===== config.mk =====
export PLATFORM = sky130hd
export DESIGN_NAME = sd_relu_conv
export DESIGN_NICKNAME = d
export VERILOG_FILES = /design/src/rtl/sd_relu_conv.sv
export SDC_FILE = /design/constraint.sdc
export NUM_CORES = 1
export LEC_CHECK = 0
export CAP_MARGIN = 30
export CELL_PAD_IN_SITES_DETAIL_PLACEMENT = 2
export CELL_PAD_IN_SITES_GLOBAL_PLACEMENT = 2
export CORE_MARGIN = 2
export CORE_UTILIZATION = 40
export CTS_BUF_LIST = sky130_fd_sc_hd__clkbuf_4
export CTS_CLUSTER_SIZE = 40
export DETAILED_ROUTE_END_ITERATION = 7
export PLACE_DENSITY = 0.95
export SLEW_MARGIN = 10
export SYNTH_ARGS = -nofsm -noshare
export SYNTH_HDL_FRONTEND = slang
export SYNTH_SLANG_ARGS = --single-unit
export TNS_END_PERCENT = 20

===== constraint.sdc =====
create_clock -name clk -period 4.4 [get_ports clk]
set_input_delay 0.44 -clock clk [delete_from_list [all_inputs] [get_ports clk]]
set_output_delay 0.44 -clock clk [all_outputs]
set_load 0.01 [all_outputs]

===== src/rtl/sd_relu_conv.sv =====
// Online signed-digit (MSB-first, radix-2) to binary converter with ReLU output.
// Early termination on a negative leading digit is enabled by SD_RELU_EARLY_TERM_EN.
module sd_relu_conv #(
    parameter int N     = 16,
    parameter int DELTA = 5
) (
    input  logic         clk,
    input  logic         rst,
    input  logic         start,
    input  logic         z_p,
    input  logic         z_n,
    output logic [N-1:0] relu_q,
    output logic         done,
    output logic         neg,
    output logic         term,
    output logic         busy
);
    localparam int CMAX = (N > DELTA) ? N : DELTA;
    localparam int CW   = $clog2(CMAX + 1);

    typedef enum logic [1:0] {IDLE, WAIT, CONV, DONE} state_t;

    state_t        state_q, state_d;
    logic [CW-1:0] cnt_q, cnt_d;
    logic [N:0]    q_q, q_d;
    logic [N:0]    qm_q, qm_d;
    logic [N-1:0]  relu_val_q, relu_val_d;
    logic          neg_q, neg_d;
    logic          seen_q, seen_d;
    logic          done_q, done_d;
    logic          term_q, term_d;
    logic          d_pos, d_neg;

    // (1,1) cancels to zero, same as (0,0)
    assign d_pos = z_p & ~z_n;
    assign d_neg = z_n & ~z_p;

    always_comb begin
        state_d    = state_q;
        cnt_d      = cnt_q;
        q_d        = q_q;
        qm_d       = qm_q;
        relu_val_d = relu_val_q;
        neg_d      = neg_q;
        seen_d     = seen_q;
        done_d     = 1'b0;
        term_d     = 1'b0;
        case (state_q)
            IDLE: begin
                if (start) begin
                    cnt_d      = '0;
                    q_d        = '0;
                    qm_d       = '1;
                    neg_d      = 1'b0;
                    seen_d     = 1'b0;
                    relu_val_d = '0;
                    state_d    = (DELTA == 0) ? CONV : WAIT;
                end
            end
            WAIT: begin
                if (cnt_q == CW'(DELTA - 1)) begin
                    cnt_d   = '0;
                    state_d = CONV;
                end else begin
                    cnt_d = cnt_q + 1'b1;
                end
            end
            CONV: begin
                if (d_pos) begin
                    q_d  = {q_q[N-1:0], 1'b1};
                    qm_d = {q_q[N-1:0], 1'b0};
                end else if (d_neg) begin
                    q_d  = {qm_q[N-1:0], 1'b1};
                    qm_d = {qm_q[N-1:0], 1'b0};
                end else begin
                    q_d  = {q_q[N-1:0], 1'b0};
                    qm_d = {qm_q[N-1:0], 1'b1};
                end
                // The leading nonzero digit fixes the sign of the whole number
                if (!seen_q && (d_pos || d_neg)) begin
                    seen_d = 1'b1;
                    neg_d  = d_neg;
                end
`ifdef SD_RELU_EARLY_TERM_EN
                if (!seen_q && d_neg) begin
                    state_d    = DONE;
                    done_d     = 1'b1;
                    term_d     = 1'b1;
                    relu_val_d = '0;
                end else
`endif
                if (cnt_q == CW'(N - 1)) begin
                    state_d    = DONE;
                    done_d     = 1'b1;
                    relu_val_d = neg_d ? '0 : q_d[N-1:0];
                end else begin
                    cnt_d = cnt_q + 1'b1;
                end
            end
            DONE: begin
                state_d = IDLE;
            end
            default: begin
                state_d = IDLE;
            end
        endcase
    end

    always_ff @(posedge clk) begin
        if (rst) begin
            state_q    <= IDLE;
            cnt_q      <= '0;
            q_q        <= '0;
            qm_q       <= '1;
            relu_val_q <= '0;
            neg_q      <= 1'b0;
            seen_q     <= 1'b0;
            done_q     <= 1'b0;
            term_q     <= 1'b0;
        end else begin
            state_q    <= state_d;
            cnt_q      <= cnt_d;
            q_q        <= q_d;
            qm_q       <= qm_d;
            relu_val_q <= relu_val_d;
            neg_q      <= neg_d;
            seen_q     <= seen_d;
            done_q     <= done_d;
            term_q     <= term_d;
        end
    end

    assign relu_q = relu_val_q;
    assign done   = done_q;
    assign neg    = neg_q;
    assign term   = term_q;
    assign busy   = (state_q == WAIT) || (state_q == CONV);
endmodule


# Yosys cells after proc, flatten, opt, wreduce, memory -nomap -nowiden
# Index checks and enable logic that the tools add are counted.
# W data, S select, Z words.
dict set report op_classes {
  mux 27
  n_eq_ne 10
  n_bitwise 5
  reduce_logical 13
  add_sub_neg 1
}
# op n
set ops {}
lappend ops {{$mux W16} 5}
lappend ops {{$pmux W15 S2} 2}
lappend ops {{$mux W15} 3}
lappend ops {{$pmux W16 S2} 1}
lappend ops {{$mux W5} 3}
lappend ops {{$pmux W5 S3} 1}
lappend ops {{$reduce_and A3 Y1} 4}
lappend ops {{$ne A2 B2 Y1 const B} 5}
lappend ops {{$pmux W2 S4} 1}
lappend ops {{$mux W1} 6}
lappend ops {{$mux W2} 3}
lappend ops {{$add A5 B1 Y5 const B} 1}
lappend ops {{$eq A5 B3 Y1 const B} 1}
lappend ops {{$eq A5 B4 Y1 const B} 1}
lappend ops {{$eq A2 B2 Y1 const B} 2}
lappend ops {{$pmux W1 S2} 2}
lappend ops {{$not A1 Y1} 3}
lappend ops {{$reduce_bool A3 Y1} 1}
lappend ops {{$and A1 B1 Y1} 2}
lappend ops {{$eq A2 B1 Y1 const B} 1}
lappend ops {{$logic_not A2 Y1} 1}
lappend ops {{$logic_or A1 B1 Y1} 2}
lappend ops {{$reduce_and A2 Y1} 1}
lappend ops {{$reduce_bool A2 Y1} 1}
lappend ops {{3 further kinds} 3}
dict set report totals {
  out_inout_bits 20
  ff_bits 56
  elab_cells 64
  inputBits 5
}

# Depth between registers and ports, before layout
# Gate-level depths: netlist (run 1).
dict set report logic_depth {
  depth_word 9
  depth_mapped 9
  ltp_nobuf 7
}

# Least setup slack after synthesis (run 1)
# OpenSTA, ideal clock, no wires.
dict set report synth_timing {
  kind {flip-flop to flip-flop}
  from {register cnt_q[0]}
  to {register cnt_q[3]}
  setup_slack_ps 2444
  t_required_ps 4326
  stages_incl_launch_ff 8
  setup_time_ps 74
  arrival_ps 1881
  path_buffers 0
  synth_period_minus_slack_ps 1956
  cell_sequence {dfxtp_1 > ha_1 > and3_1 > ha_1 > a21oi_2 > nand2_4 > or4_1 > a31oi_1}
}
dict set report synth_via {
  elab_chain_len 3
  word_cells_on_any_way 8
  classes_between {add/sub (1); eq/ne (3); mux (3); reduce/logical (1)}
}
# item line
set synth_lines {}
lappend synth_lines {{start: declaration} 24} ;# logic [CW-1:0] cnt_q, cnt_d;
lappend synth_lines {{start signal: assignment} 122} ;# cnt_q <= cnt_d;
lappend synth_lines {{$add A5 B1 Y5 (tied with other cells)} {65, 97}}
lappend synth_lines {{$mux W5 (tied with other cells)} 92} ;# if (cnt_q == CW'(N - 1)) begin
lappend synth_lines {{$pmux W5 S3 or $reduce_and A3 Y1 (tied branches)} --}
# Parallel ways exist; a longest one is shown, timed or not. The select of a mux whose other input is x is not followed.
# A chain may end at the register's enable or synchronous reset.

# Worst setup path after layout (run 1)
dict set report layout_timing {
  from {register state_q[0]}
  to {register relu_val_q[7] (netlist: relu_q[7])}
}
dict set report layout_via {
  elab_chain_len 3
  word_cells_on_any_way 7
  classes_between {eq/ne (3); mux (1); reduce/logical (3)}
}
# item line
set layout_lines {}
lappend layout_lines {{start: declaration} 23} ;# state_t state_q, state_d;
lappend layout_lines {{start signal: assignment} 121} ;# state_q <= state_d;
lappend layout_lines {{$eq A2 B2 Y1 or $logic_not A2 Y1 (tied branches)} 48} ;# case (state_q)
lappend layout_lines {{$ne A2 B2 Y1 (no source line) or $reduce_bool A2 Y1 (tied branches)} --}
lappend layout_lines {{$reduce_and A3 Y1 (no source line)} --}
lappend layout_lines {{end signal: assignment} 125} ;# relu_val_q <= relu_val_d;
lappend layout_lines {{end: declaration} 27} ;# logic [N-1:0] relu_val_q, relu_val_d;
# Parallel ways exist; a longest one is shown, timed or not.

==> results.txt, run 1 <==
- With fillers left out, the area of the finished cells amounts to around 3100 um^2.
- Hold buffers post-CTS: 0
- Per report_power, the clock group accounts for 17.4% of the total.
- In this run the tool buffered the top-level ports with 23 buffer cells.
- Hold Path Sink: cnt_q[4]
- Number of storage elements in the synthesis netlist: 56
- Number of global-route vias before repair: roughly 2.5k
- Synthesized instance count: just under 300
* CP Data Arrival Time: between 3000 and 4000 ps
- Of the total power, the share spent switching nets is 44.3%.
* Reg-to-reg critical path endpoint: relu_q[7]
- TritonRoute pass-1 iters: 4
- Post-layout min period: around 2800 ps
* Layout cell share with drive strength beyond 1: between 10% and 20%
- The analysis attributes to cell leakage a power of between 1 and 1.5 nW.
* Max frequency: ~350 MHz
- For this run the aggregate overflow at the end of global routing stands at 0.
* Overall routed net length: slightly above 8 mm
- Across all hold checks on the routed design, the worst slack comes to around 500 ps.
- The number of setup buffers added after CTS is 0.
* Required time at the worst-slack endpoint: 4730 ps
- The detailed router finished its first iteration with between 100 and 150 violations.
* Max transition margin: 38.2%
- In the final layout, the multi-input gates occupy 1500 um^2.
- Measured slew at the worst slew-check pin: 926 ps
- Ratio of final minimum period to clock period: approximately two thirds
* Synthesized area: ~2800 um^2
- The initialized floorplan defines 30 standard-cell rows.
- The worst register-to-register path begins at state_q[0].
* GP Congestion: 0.755
- The final hold violation count was 0.
- Initial antenna violation count: 0
- Fill cells: ~720
- The critical path is of the register to register type.
- Counting distinct cell types in the post-synthesis netlist gives 46.
- Seq/Total Area, Yosys: between 40% and 50%
- STA classifies the critical path startpoint as a register.
- Clock tree buffer depth: 2
* Pin count of the biggest net entering global routing: between 50 and 60
- For this design the top-level I/O count stands at 25.
- Mapped Nets: approximately 300
* Synth top area share: between 40% and 50%
* Die outline width: roughly 90 um
* Clock tree from TritonCTS: yes
- Sequential cell fraction of total power: 41.5%
- The worst hold path begins at cnt_q[4].
* Wire length of the first global-routing pass: 13.3 mm
* Net Switching: ~0.00060 W
- Mean area per synthesized cell: 9.67 um^2
- 0 antenna diodes ended up in the layout.
- The internal power of the cells totals between 0.0007 and 0.0008 W.
* Clock-pin slew of the registers on the worst-case setup and hold paths: roughly 160 ps
* Routed wire length per instance: roughly 21 um
* Hold-critical path depth: 2
- Global routing consumed, over all layers together, between 20% and 30% of the routing resources.
- Cell types occupying the most area after synthesis: sky130_fd_sc_hd__dfxtp_1 (40%), sky130_fd_sc_hd__a32oi_1 (9.1%), sky130_fd_sc_hd__mux2i_1 (5.7%), sky130_fd_sc_hd__mux2_4 (5.4%), sky130_fd_sc_hd__nor2_1 (5.0%)
- CTS placed an instance of sky130_fd_sc_hd__clkbuf_4 at the clock tree root.
- The synthesized design spends more area on one cell type than any other, namely sky130_fd_sc_hd__dfxtp_1.
* Register-to-Register Setup Slack: between 1500 and 2000 ps
- Using the TritonRoute via totals, the vias-per-cell ratio works out to ~5.7.
- Core Area: between 6000 and 7000 um^2
- Die ar.: roughly 7700 um^2
- In the routed design, unresolved DRC markers number 0.
- Power spread over the standard cell area amounts to between 400 and 500 nW/um^2.
- Number of warnings issued by yosys: 0
- VDD sags by at most between 0.1 and 0.15 mV.
- Kind of capture point of the worst setup path: register
- In the final timing run, aggregate negative setup slack is 0 ps.
* Final #Nets: ~310
- Outcome: finished clean
* EDFF count, synth: 0
- Starting density of the core: between 40% and 50%
- Post-synthesis to final-layout area growth: 10.3%
- Reg2reg path depth: 7
- The wire-length estimate of the detail-placed layout is about 5 mm.
* Asr flop ratio synth: 0%
- Total area of sequential cells: roughly 1100 um^2
* CTS resizes: 0
- Cells fill 45.4% of the core in the end.
- Number of H-tree branching levels: 2
* Critical-path maximum fanout: 50
* Comb pwr share: between 40% and 50%
* Number of routed nets with antenna violations: 0
- Across the run, the number of max-cap violations was 0.
- Clock Skews: about 14 ps
- Setup repair after global routing left no endpoint under its margin.
* Clock network latency to the later pin of the worst-skew pair: about 400 ps
* Total vias in the final route: roughly 2.3k
- The placed instances occupy a cell area of around 3000 um^2.
* Total CTS buffers: 5
- Setup-failing EPs final: 0
- Num Clock Sinks: 56
- Final Max Slew Viols: 0
- Among all flip-flop cells after synthesis, the most frequent one is sky130_fd_sc_hd__dfxtp_1.
* Vertical extent of the die: just under 90 um
- Hold/Removal Path Class: register to register
critical path: stages, from the launching register on:
cell and delay [ps]:
sky130_fd_sc_hd__dfxtp_1 390, sky130_fd_sc_hd__inv_1 130, sky130_fd_sc_hd__ha_1 160, sky130_fd_sc_hd__buf_4 450, sky130_fd_sc_hd__mux2_4 520, sky130_fd_sc_hd__o2111a_1 720
sky130_fd_sc_hd__a32oi_1 230, sky130_fd_sc_hd__nor2_1 170
layout make-up:
type / instances / share of cell area (%)
Clock buffer: 5 / 1.22
Multi-Input combinational cell: 200 / 48.6
Clock inverter: 3 / 0.609
Sequential cell: 56 / 36.4
Tap cell: 96 / 3.90
Timing Repair Buffer: 26 / 8.20
Inverter: 9 / 1.10
layer usage:
| layer | wire length [um] | up-vias | track usage, % | share of wire [%] |
|---|---|---|---|---|
| li1 | - | 1062 | - | - |
| met1 | 3670 | 1162 | 28.7 | 45 |
| met2 | 4180 | 35 | 38.8 | 51 |
| met3 | 150 | 9 | 3.39 | 1.8 |
| met4 | 118 | 0 | 6.15 | 1.5 |
| met5 | 0 | - | 0 | 0 |
power groups by stage:
| stage | sequential (W) | clock [W] | combinational (W) |
|---|---|---|---|
| 2_1_floorplan | 0.000565 | 0 | 0.000417 |
| 3_3_place_gp | 0.000569 | 0 | 0.000513 |
| 3_5_place_dp | 0.000572 | 0 | 0.000544 |
| 4_1_cts | 0.000563 | 0.000243 | 0.000554 |
| 5_1_grt | 0.000567 | 0.000261 | 0.000609 |
| 6_report | 0.000563 | 0.000237 | 0.000558 |
cell usage after synthesis, types with 5 or more instances:
library cell / instances
sky130_fd_sc_hd__dfxtp_1: 56
sky130_fd_sc_hd__nor2_1: 37
sky130_fd_sc_hd__a32oi_1: 29
sky130_fd_sc_hd__mux2i_1: 16
sky130_fd_sc_hd__nand3_1: 16
sky130_fd_sc_hd__nand2b_1: 15
sky130_fd_sc_hd__o21ai_1: 14
sky130_fd_sc_hd__clkbuf_1: 11
sky130_fd_sc_hd__ha_1: 11
sky130_fd_sc_hd__mux2_4: 10
sky130_fd_sc_hd__inv_1: 8
sky130_fd_sc_hd__a21oi_1: 7
sky130_fd_sc_hd__buf_2: 7
sky130_fd_sc_hd__nand2_1: 6
sky130_fd_sc_hd__buf_6: 5
sky130_fd_sc_hd__mux2_1: 5
placed cells by master (no fill, tap or decap), drive strengths merged, types with 2 or more instances in the layout:
master,n
mux2,15
a32oi,29
and2,2
nand2b,16
a31oi,3
ha,11
clkinv,4
nand3,16
or3,2
buf,3
inv,8
clkbuf,5
dfxtp,56
nand2,7
clkdlybuf4s50,23
o21ai,17
nor3,4
nor2,37
mux2i,16
a21oi,8
logic make-up after synthesis:
logic type	after synthesis	synth area share, %
simple gates	93	17.8
compound gates	64	17.6
flops	56	40.1
buf+inv	33	6.22
mux	31	13.1
fa+ha+maj	11	4.93
other cells	1	0.134
sequential cells by signal (all words and copies together) (netlist names):
name and count:
done 1, qm_q 15, relu_q 16, cnt_q 5
neg 1, q_q 15, seen_q 1, state_q 2
worst max-delay path by stage:
stage / startpoint / to / slack [ps]
2_1_floorplan: cnt_q[0] / cnt_q[3] / 2440
3_3_place_gp: z_p / relu_q[12] / 1820
3_5_place_dp: state_q[0] / relu_q[6] / 1690
4_1_cts: state_q[0] / relu_q[7] / 1600
5_1_grt: state_q[0] / relu_q[7] / 1360
6_report: state_q[0] / relu_q[7] / 1550
through the flow:
stage               setup WS [ps]  power (W)  instances
detailed placement           1690    0.00112        387
global route                 1360    0.00144        395
global placement             1820    0.00108        387
CTS                          1600    0.00136        395
floorplan                    2440   0.000982        289
finish                       1550    0.00136        395
Note: power is estimated with default switching activity, not from simulation.
==> run 2, diff against run 1 <==
Settings changed: CORE_UTILIZATION 40 to 34, PLACE_DENSITY 0.95 to 0.86.
Clock period 4.4 ns to 2.5 ns, I/O delays scaled along.
==> results.txt, run 2 (synthesis results as in run 1) <==
- Pin count of the biggest net entering global routing: 57 (unchanged)
- The initial cell density of the core was 34.5% (was 41.1%).
- The number of hold buffers added after cts was 0 (unchanged).
* Total vias in the final route: 2253 (was 2268)
- The routed via count divided by cell count was 5.54 (was 5.74).
* Clock-pin slew of the registers on the worst-case setup and hold paths: 170 ps (was 160 ps)
- Top library cells by usage in the layout, fill and taps aside: sky130_fd_sc_hd__dfxtp_1 (56), sky130_fd_sc_hd__nor2_1 (37), sky130_fd_sc_hd__a32oi_1 (29) (unchanged)
* CP Data Arrival Time: 2610 ps (was 3180 ps)
- The die extent in x was 94.7 um (was 87.6 um).
- The net count of the finished layout came to 317 (was 314).
- Crit path largest cell delay: 590 ps (was 720 ps)
- Unrepaired setup endpoints after global routing: false (unchanged)
* Max frequency: 441 MHz (was 351 MHz)
- The number of rows created at floorplan was 33 (was 30).
* Ratio of final minimum period to clock period: 90.7% (was 64.7%)
* Comb pwr share: 41.1% (about the same)
- Number of routed nets with antenna violations: 0 (unchanged)
- The leading cell type in the layout, fill and taps excluded was sky130_fd_sc_hd__dfxtp_1 (unchanged).
* Number of H-tree branching levels: 2 (unchanged)
* Power density normalized to cell area: 773 nW/um^2 (was 440 nW/um^2)
* Post-CTS Setup Repair Bufs: 0 (unchanged)
- The portion of total power attributed to sequential cells was 41.0% (was 41.5%).
- The final HPWL from detailed placement is 4.95 mm (was 4.91 mm).
* TritonRoute pass-1 iters: 4 (unchanged)
* Setup Total Neg Slack: 0 ps (unchanged)
- Max-cap viol count: 0 (unchanged)
* CTS resizes: 0 (unchanged)
- The flip-flop count of the largest register after layout was 16 (unchanged).
- Number of buffer cells added on primary ports: 23 (unchanged)
- Static Leakage: 1.13 nW (was 1.12 nW)
- Final routed DRC violation total: 0 (unchanged)
- The count of routing violations after the opening detailed-route iteration was 79 (was 131).
- The wire length of the first global-routing pass was 12.6 mm (was 13.3 mm).
* GP Congestion: 0.730 (was 0.755)
- The launching element type of the critical path was a register (unchanged).
- Clock tree from TritonCTS: yes (unchanged)
* Overall routed net length: 7.59 mm (was 8.12 mm)
* Post-layout min period: 2270 ps (was 2850 ps)
* Number of global-route vias before repair: 2464 (was 2460)
- Vertical extent of the die: 94.7 um (was 87.6 um)
* Least setup slack across all paths after layout: 233 ps (was 1550 ps)
* Root Buffer: sky130_fd_sc_hd__clkbuf_4 (unchanged)
* GRT Total Usage: 17.8% (was 22.3%)
- Final Max Slew Viols: 0 (unchanged)
- Required time at the worst-slack endpoint: 2840 ps (was 4730 ps)
- CP cell instances: inv_1 -> ha_1 -> mux2_4 -> o2111a_1 -> a32oi_1 -> nor2_1 (was inv_1 -> ha_1 -> buf_4 -> mux2_4 -> o2111a_1 -> a32oi_1 -> nor2_1).
* Slowest library cell on the worst path: sky130_fd_sc_hd__o2111a_1 (unchanged)
- Sum of overflow across all layers after global routing: 0 (unchanged)
- The synthesis-to-layout area growth is 11.7% (was 10.3%).
* Critical path class: register to register (unchanged)
- The count of fill cells added during filler insertion came to 916 (was 723).
- Measured slew at the worst slew-check pin: 811 ps (was 926 ps)
* Hold/Removal Path Class: register to register (unchanged)
- The final hold violation count came to 0 (unchanged).
- Worst ir drop on vdd: 0.276 mV (was 0.139 mV)
- The I/O pin count was 25 (unchanged).
- The die area came to 8960 um^2 (was 7670 um^2).
- The worst slack at placement came to 7.81 ps (was 1690 ps).
- The CTS sink count is 56 (unchanged).
* Critical path's top delay family: compound AO/OA/AOI/OAI gates (unchanged)
- Fraction of power spent switching nets: 43.0% (was 44.3%)
- CP bufs+invs: 1 (was 2)
- Ant. Diodes: 0 (unchanged)
* Initial antenna violation count: 0 (unchanged)
* Setup-failing EPs final: 0 (unchanged)
- The worst max-slew margin expressed relative to the limit came to 45.9% (was 38.2%).
* Clock network latency to the later pin of the worst-skew pair: 400 ps (about the same)
* Kind of capture point of the worst setup path: register (unchanged)
* Clock Skews: 14.7 ps (was 14.1 ps)
* Net Switching: 0.00104 W (was 0.000601 W)
- Layout cell share with drive strength beyond 1: 10.9% (was 10.0%)
* Total CTS buffers: 5 (unchanged)
- Internal Power: 0.00138 W (was 0.000756 W)
- The number of buffers between clock root and the deepest sink is 2 (unchanged).
- Outcome: finished clean (unchanged)
- Core Area: 8090 um^2 (was 6790 um^2)
- The maximum fanout count along the critical path is 16 (was 50).
* Routed wire length per instance: 18.7 um (was 20.5 um)
- The fraction of power consumed by the clock network is 18.0% (was 17.4%).
run 2: changes by cell type in the layout (fill, tap and decap cells not counted), sizes merged:
cell / before / now
clkinvlp: 0 / 1
buf: 3 / 6
clkinv: 4 / 2
clkbuf: 5 / 6
run 2: layout make-up:
type | count | area (um^2) | area share [%]
well taps | 105 | 131 | 4.21
inverters | 9 | 33.8 | 1.08
flip-flops and latches | 56 | 1120 | 35.9
repair buffers | 29 | 275 | 8.82
clock inverters | 2 | 16.3 | 0.521
clock buffers | 6 | 45.0 | 1.44
multi-input cells | 200 | 1500 | 48.0
run 2: worst reg2reg max path, cell delays in order, from the launching register on:
cell	delay, ps
sky130_fd_sc_hd__dfxtp_1	390
sky130_fd_sc_hd__inv_1	120
sky130_fd_sc_hd__ha_1	390
sky130_fd_sc_hd__mux2_4	370
sky130_fd_sc_hd__o2111a_1	590
sky130_fd_sc_hd__a32oi_1	200
sky130_fd_sc_hd__nor2_1	150
run 2: power by group through the flow:
stage                     Sequential [W]  Combinational [W]  Clock (W)
final                           0.000988           0.000990   0.000434
after global routing            0.000995            0.00108   0.000476
after CTS                       0.000988           0.000995   0.000439
after detailed placement         0.00101           0.000986          0
after global placement           0.00100           0.000947          0
after floorplan                 0.000995           0.000734          0
run 2: final timing paths:
| path | slack, ps | endpoint | depth (start not counted) | start |
|---|---|---|---|---|
| hold reg to reg | 480 | relu_q[15] | 2 | relu_q[15] |
| setup reg to reg | 230 | relu_q[7] | 6 | state_q[0] |
| hold / removal | 480 | relu_q[15] | 2 | relu_q[15] |
| setup / recovery | 230 | relu_q[7] | 6 | state_q[0] |
run 2: layer usage:
metal  global-route usage (%)  share of wire (%)  vias up  wire [um]
met2                     31.4                 50       26       3810
met1                     23.0                 47     1151       3560
met4                     4.95                1.1        0         80
li1                         -                  -     1069          -
met5                        0                  0        -          0
met3                     2.08                1.9        7        144
run 2: metrics by stage:
stage / instance area [um^2] / cells / utilization [%] / hold slack, ps / total power [W]
CTS: 3120 / 407 / 38.6 / 484 / 0.00242
global placement: 3060 / 399 / 37.8 / 456 / 0.00195
detailed placement: 3060 / 399 / 37.8 / 461 / 0.00199
global route: 3120 / 407 / 38.6 / 511 / 0.00255
floorplan: 2790 / 289 / - / 445 / 0.00173
finish: 3120 / 407 / 38.6 / 482 / 0.00241
